File: config.mk
export PLATFORM = sky130hd
export DESIGN_NAME = seg7_scan_display
export DESIGN_NICKNAME = d
export VERILOG_FILES = /design/src/rtl/seg7_pkg.sv /design/src/rtl/seg7_hex_decode.sv /design/src/rtl/seg7_scan_display.sv
export SDC_FILE = /design/constraint.sdc
export NUM_CORES = 1
export LEC_CHECK = 0
export CORE_MARGIN = 2
export CORE_UTILIZATION = 46
export DETAILED_ROUTE_END_ITERATION = 6
export PLACE_DENSITY = 0.67
export SETUP_SLACK_MARGIN = 0.2
export SLEW_MARGIN = 20
export SYNTH_ARGS = -nofsm -noshare
export SYNTH_HDL_FRONTEND = slang
export SYNTH_SLANG_ARGS = --single-unit
File: constraint.sdc
create_clock -name clk -period 5.24 [get_ports clk]
set_input_delay 0.786 -clock clk [delete_from_list [all_inputs] [get_ports clk]]
set_output_delay 0.786 -clock clk [all_outputs]
set_load 0.1 [all_outputs]
File: src/rtl/seg7_pkg.sv
// Shared constants for the seven-segment scan display: active-low segment
// codes for the hex digits and the "everything off" patterns.
package seg7_pkg;

    // Segment pattern with every segment dark (active-low, {g,f,e,d,c,b,a}).
    localparam logic [6:0] SEG_OFF = 7'h7F;

    // Anode pattern with every digit disabled (active-low).
    localparam logic [7:0] AN_OFF = 8'hFF;

    // Active-low segment codes for nibble values 0..F, bit order {g,f,e,d,c,b,a}.
    localparam logic [6:0] HEX_SEG [16] = '{
        7'h40, 7'h79, 7'h24, 7'h30, 7'h19, 7'h12, 7'h02, 7'h78,
        7'h00, 7'h10, 7'h08, 7'h03, 7'h46, 7'h21, 7'h06, 7'h0E
    };

endpackage

File: src/rtl/seg7_hex_decode.sv
// Combinational nibble to active-low seven-segment code lookup.
module seg7_hex_decode
    import seg7_pkg::*;
(
    input  logic [3:0] i_nibble,
    output logic [6:0] o_seg
);

    // Straight table lookup; the table lives in the package so the
    // codes are defined in exactly one place.
    always_comb begin
        o_seg = HEX_SEG[i_nibble];
    end

endmodule

File: src/rtl/seg7_scan_display.sv
// Eight-digit multiplexed seven-segment driver for a common-anode display.
// The displayed word is snapshotted only at frame boundaries so a scan never
// shows a mix of old and new digits. Supports leading-zero blanking and a
// live per-digit decimal-point mask.
module seg7_scan_display
    import seg7_pkg::*;
#(
    parameter int CLK_DIV = 100000
) (
    input  logic        clk,
    input  logic        rst,
    input  logic [31:0] data_in,
    input  logic        load,
    input  logic        blank_en,
    input  logic [7:0]  dp_mask,
    output logic [7:0]  an,
    output logic [6:0]  seg,
    output logic        dp,
    output logic        frame_done
);

    localparam int               DIV_W    = (CLK_DIV > 1) ? $clog2(CLK_DIV) : 1;
    localparam logic [DIV_W-1:0] DIV_LAST = DIV_W'(CLK_DIV - 1);

    // True when nibbles n..7 of v are all zero (digit n is a leading zero).
    function automatic logic upper_nibbles_zero(input logic [31:0] v, input logic [2:0] n);
        logic [31:0] shifted;
        shifted = v >> {n, 2'b00};
        return (shifted == 32'd0);
    endfunction

    logic [DIV_W-1:0] r_div_cnt;
    logic [2:0]       r_idx;
    logic [31:0]      r_snap;
    logic [31:0]      r_shadow;
    logic             r_pending;
    logic [7:0]       r_an;
    logic [6:0]       r_seg;
    logic             r_dp;
    logic             r_frame_done;

    logic             w_tick;
    logic             w_boundary;
    logic [2:0]       w_next_idx;
    logic [31:0]      w_snap_next;
    logic [3:0]       w_nibble;
    logic [6:0]       w_seg_code;
    logic             w_blank;

    assign w_tick     = (r_div_cnt == DIV_LAST);
    assign w_boundary = w_tick && (r_idx == 3'd7);
    assign w_next_idx = r_idx + 3'd1;

    // Snapshot value as it will be after this cycle; the output stage decodes
    // this so a boundary tick shows the freshly captured word immediately.
    always_comb begin
        w_snap_next = r_snap;
        if (w_boundary) begin
            if (load) begin
                w_snap_next = data_in;
            end else if (r_pending) begin
                w_snap_next = r_shadow;
            end
        end
    end

    // Select the nibble for the digit about to be shown and decide blanking.
    always_comb begin
        w_nibble = w_snap_next[{w_next_idx, 2'b00} +: 4];
        w_blank  = blank_en && (w_next_idx != 3'd0)
                   && upper_nibbles_zero(w_snap_next, w_next_idx);
    end

    seg7_hex_decode u_hex_decode (
        .i_nibble (w_nibble),
        .o_seg    (w_seg_code)
    );

    // Slot divider and digit index; idx starts at 7 so the first tick is a frame boundary.
    always_ff @(posedge clk) begin
        if (rst) begin
            r_div_cnt <= '0;
            r_idx     <= 3'd7;
        end else if (w_tick) begin
            r_div_cnt <= '0;
            r_idx     <= w_next_idx;
        end else begin
            r_div_cnt <= r_div_cnt + 1'b1;
        end
    end

    // Shadow capture between boundaries and snapshot transfer at the boundary.
    always_ff @(posedge clk) begin
        if (rst) begin
            r_shadow  <= '0;
            r_snap    <= '0;
            r_pending <= 1'b0;
        end else begin
            r_snap <= w_snap_next;
            if (load) begin
                r_shadow <= data_in;
            end
            if (w_boundary) begin
                r_pending <= 1'b0;
            end else if (load) begin
                r_pending <= 1'b1;
            end
        end
    end

    // Registered display outputs, refreshed on every tick for the new digit.
    always_ff @(posedge clk) begin
        if (rst) begin
            r_an         <= AN_OFF;
            r_seg        <= SEG_OFF;
            r_dp         <= 1'b1;
            r_frame_done <= 1'b0;
        end else begin
            r_frame_done <= w_boundary;
            if (w_tick) begin
                if (w_blank) begin
                    r_an  <= AN_OFF;
                    r_seg <= SEG_OFF;
                    r_dp  <= 1'b1;
                end else begin
                    r_an  <= ~(8'd1 << w_next_idx);
                    r_seg <= w_seg_code;
                    r_dp  <= ~dp_mask[w_next_idx];
                end
            end
        end
    end

    assign an         = r_an;
    assign seg        = r_seg;
    assign dp         = r_dp;
    assign frame_done = r_frame_done;

endmodule

==> results.md <==
- The run finished with clean final reports.
- The later pin in the worst-skew pair is clocked with a latency of 0.36 ns.
- Across every metal layer, demand over resource in global routing totals approximately a quarter.
- Summing over every cut layer, the via total after detailed routing is 5209.
- The initial antenna violation count came to 0.
- The endpoint required time on the critical path is approximately 5.5 ns.
- Traced cell by cell, the critical path runs through ha_1, ha_1, buf_4, inv_1, nor2_1, buf_4, mux4_2, o21ai_0, o22a_1, ha_1, o311a_1, o2111ai_1, and4bb_1, o211ai_2, a31oi_1.
- The standard cell area after detailed placement is 0.006292 mm^2.
- The final sum of negative setup slack is 0 ns.
- The largest vdd supply drop is 133.4 uV.
- The finished cells cover between 0.006 and 0.007 mm^2.
- The adder-cell area share of the yosys netlist is 3.137%.
- The total setup buffers inserted after CTS is 0.
- The repair_antennas step left the layout with diodes totalling 0.
- The full die area is 0.01304 mm^2.
- The post-detailed-route DRC marker count is 0.
- Among all flip-flop cells after synthesis, the most frequent one is sky130_fd_sc_hd__dfxtp_1.
- The congestion estimate from routability-driven global placement came to 0.9400.
- The wire length of the first global-routing pass is 25.25 mm.
- For the pin with the worst max-slew slack, the measured transition is 0.9882 ns.
- The detail route stage leaves a number of antenna-violating nets equal to 0.
- In this run the vertical extent of the chip is 114.2 um.
- The number of global-route vias before repair was between 5000 and 6000.
- Summing all multi-input logic gate instances after layout gives 0.003249 mm^2.
- After detailed routing, the total wire length is 15.36 mm.
- The die is 114.2 um wide.
- The final routed wire length divided by cell count is 17.51 um.
- The number of buffers created by CTS is 9.
- The tightest min-delay check is of the flop to flop type.
- The sort of element at the end of the critical path is a flop.
- Setup repair after global routing left no endpoint under its margin.
- The placed wire-length estimate after detailed placement is 11.18 mm.
- The DRC violation total after the first TritonRoute iteration is 386.
- The number of warning messages in the yosys log is 0.
- The worst setup path is launched from a flop.
- The number of enable flip-flop cells after synthesis is 0.
- After layout, the minimum clock period comes to 4.355 ns.
- The highest achievable clock rate is 229.6 MHz.
- Data arrives at the worst endpoint at 4.64 ns.
- In this run the number of H-tree levels came out at 3.
- The cell chosen for the clock root is sky130_fd_sc_hd__clkbuf_16.
- The portion of the post-synthesis area used by sequential elements is a little over a third.
- The share of the synthesized netlist area taken by xor and xnor gates is 2.039%.
- The most common cell after layout, fill and taps aside is sky130_fd_sc_hd__dfxtp_1.
- The net count of the finished layout is 783.
- The number of iterations in the first detailed-routing pass is 5.
- The instance count of the mapped netlist is between 600 and 700.
- The number of placed cells counting well taps is around 860.
- In the synthesized netlist the async set-or-reset flop fraction comes to 0%.
- The port buffer count is 60.
- The largest single stage delay on the critical path is 0.49 ns.
- The number of fillers in the final layout is between 1000 and 1500.
- The number of clock sinks seen by CTS is 102.
- The area inside the core boundary is 0.01191 mm^2.
- Registers take 0.002042 mm^2.
- The pre-CTS setup slack is 0.8178 ns.
- After clock tree synthesis, the flow added hold-fix buffers numbering 0.
- The cell that appears most often on the critical path is sky130_fd_sc_hd__ha_1.
- No sink is reached through more buffers than the 2 on the longest clock path.
- The via-per-instance ratio is 5.940.
- The synthesized netlist occupies a cell area of ~0.0056 mm^2.
- After clock tree synthesis, the repair step resized 0 gates.
- The synthesis-to-layout area growth is 18.26%.
- The max-slew violation count is 0.
- Cells with a size suffix above 1 make up under 10% of the layout.
- The worst path setup slack after routing is about 0.9 ns.
- The synthesized area divided by synthesized cell count is roughly 8 um^2.
- The family of cells with the greatest summed delay on the critical path is compound AO/OA/AOI/OAI gates.
- Entering global routing, the biggest net connects 43 pins.
- The static power due to leakage is between 0.002 and 0.003 uW.
- By area, the combinational part of the netlist is dominated by simple AND/OR/NAND/NOR gates.
- The sum of buffers and inverters on the critical path is 3.
- The worst relative slew slack is between 30 and 40%.
- Dividing total power by cell area gives a power density of 244.6 mW/mm^2.
- TritonCTS built the clock tree.
- The highest fanout seen on the critical path is 13.
- The number of nets handed over by synthesis was between 700 and 800.
- The share of synthesized cell area in and, or, nand and nor gates is 22.00%.
- For this run the aggregate overflow at the end of global routing stands at 0.
- During I/O placement, the number of pins put on the boundary was 61.
- After synthesis, the share of cell area in mux cells is 10.15%.
- The critical-path cell with the highest stage delay is sky130_fd_sc_hd__nor2_1.
- In the layout the commonest cells are 102 x sky130_fd_sc_hd__dfxtp_1, 98 x sky130_fd_sc_hd__nor2_1, 90 x sky130_fd_sc_hd__nand2_1, 58 x sky130_fd_sc_hd__clkdlybuf4s50_1, 42 x sky130_fd_sc_hd__a21oi_1.
- Synthesis inferred 102 register bits.
- Counting distinct cell types in the post-synthesis netlist gives 68.
- The number of max-cap violations is 0.
- The initial cell density of the core is 46.88%.
- The clock slew at the register clock pins of the worst setup and hold paths is 0.07 ns.
- The largest clock skew in the final design is 0.008609 ns.
- The share of the synthesized area in compound gates (AO/OA/AOI/OAI) is 20.82%.
- The part of the cycle the worst path needs is between 80% and 90%.
- The post-layout instance count excluding filler cells is 877.
- The post-route core utilization is 55.44%.
- The critical path is of the flop to flop type.
- The hold violation count in the final report is 0.
- The count of standard-cell rows is 40.
- The total of endpoints with negative setup slack in the final report is 0.
stage by stage:
stage / total power (uW) / hold WS (ns)
after floorplan: 884.5 / 0.4302
after global placement: 936.2 / 0.4448
after CTS: 1629 / 0.4664
final: 1615 / 0.4642
after detailed placement: 939.6 / 0.4517
after global routing: 1675 / 0.4944
Yosys cell counts, types with 8 or more instances:
master,count,area [um^2]
sky130_fd_sc_hd__nand3_1,19,95.09
sky130_fd_sc_hd__nand2_1,90,337.8
sky130_fd_sc_hd__nor2_1,98,367.9
sky130_fd_sc_hd__buf_2,8,40.04
sky130_fd_sc_hd__ha_1,14,175.2
sky130_fd_sc_hd__nor2b_1,10,62.56
sky130_fd_sc_hd__nor3_1,8,40.04
sky130_fd_sc_hd__a221o_1,8,80.08
sky130_fd_sc_hd__a221oi_1,8,70.07
sky130_fd_sc_hd__mux2i_1,36,360.4
sky130_fd_sc_hd__inv_1,17,63.81
sky130_fd_sc_hd__o21ai_0,23,115.1
sky130_fd_sc_hd__nand2b_1,8,50.05
sky130_fd_sc_hd__a21oi_1,42,210.2
sky130_fd_sc_hd__o31ai_1,14,105.1
sky130_fd_sc_hd__clkbuf_1,32,120.1
sky130_fd_sc_hd__or3_1,13,81.33
sky130_fd_sc_hd__xor2_1,11,96.34
sky130_fd_sc_hd__dfxtp_1,102,2042
flip-flops by register name, summed over array words and instances (netlist names):
| register | flops |
|---|---|
| dp | 1 |
| r_div_cnt | 17 |
| r_shadow | 32 |
| seg | 7 |
| r_pending | 1 |
| an | 8 |
| r_snap | 32 |
| r_idx | 3 |
| frame_done | 1 |
worst paths after layout:
path	from	end	slack [ns]	cells after the start
setup / recovery	r_idx[1]	an[4]	0.89	15
hold / removal	an[0]	an[0]	0.46	1
setup reg to reg	r_idx[1]	an[4]	0.89	15
hold reg to reg	an[0]	an[0]	0.46	1
logic make-up after synthesis:
family	after synthesis
AOI/OAI and AO/OA	166
xor gates and xnor gates	13
adders and majority gates	14
buffers and inverters	69
DFF	102
muxes	47
and+or+nand+nor	271
metal layers:
layer / vias to the layer above / part of all wire (%) / global-route usage (%)
met5: - / 0 / 0
met4: 0 / 2.7 / 10.57
met3: 33 / 5.1 / 4.076
met2: 162 / 48 / 40.36
met1: 2498 / 44 / 31.01
li1: 2516 / - / -
power breakdown:
| part | switching [uW] | internal (uW) |
|---|---|---|
| sequential | 10.5 | 792 |
| clock | 308 | 386 |
| combinational | 61.9 | 57.4 |
| total | 380 | 1240 |
cell type report:
| type | instances | area share, % |
|---|---|---|
| well taps | 147 | 2.785 |
| repair buffers | 80 | 11.22 |
| clock buffers | 10 | 3.619 |
| inverters | 21 | 1.194 |
| multi-input cells | 511 | 49.20 |
| flip-flops and latches | 102 | 30.92 |
| clock inverters | 6 | 1.061 |
(Power assumes the default switching activity.)
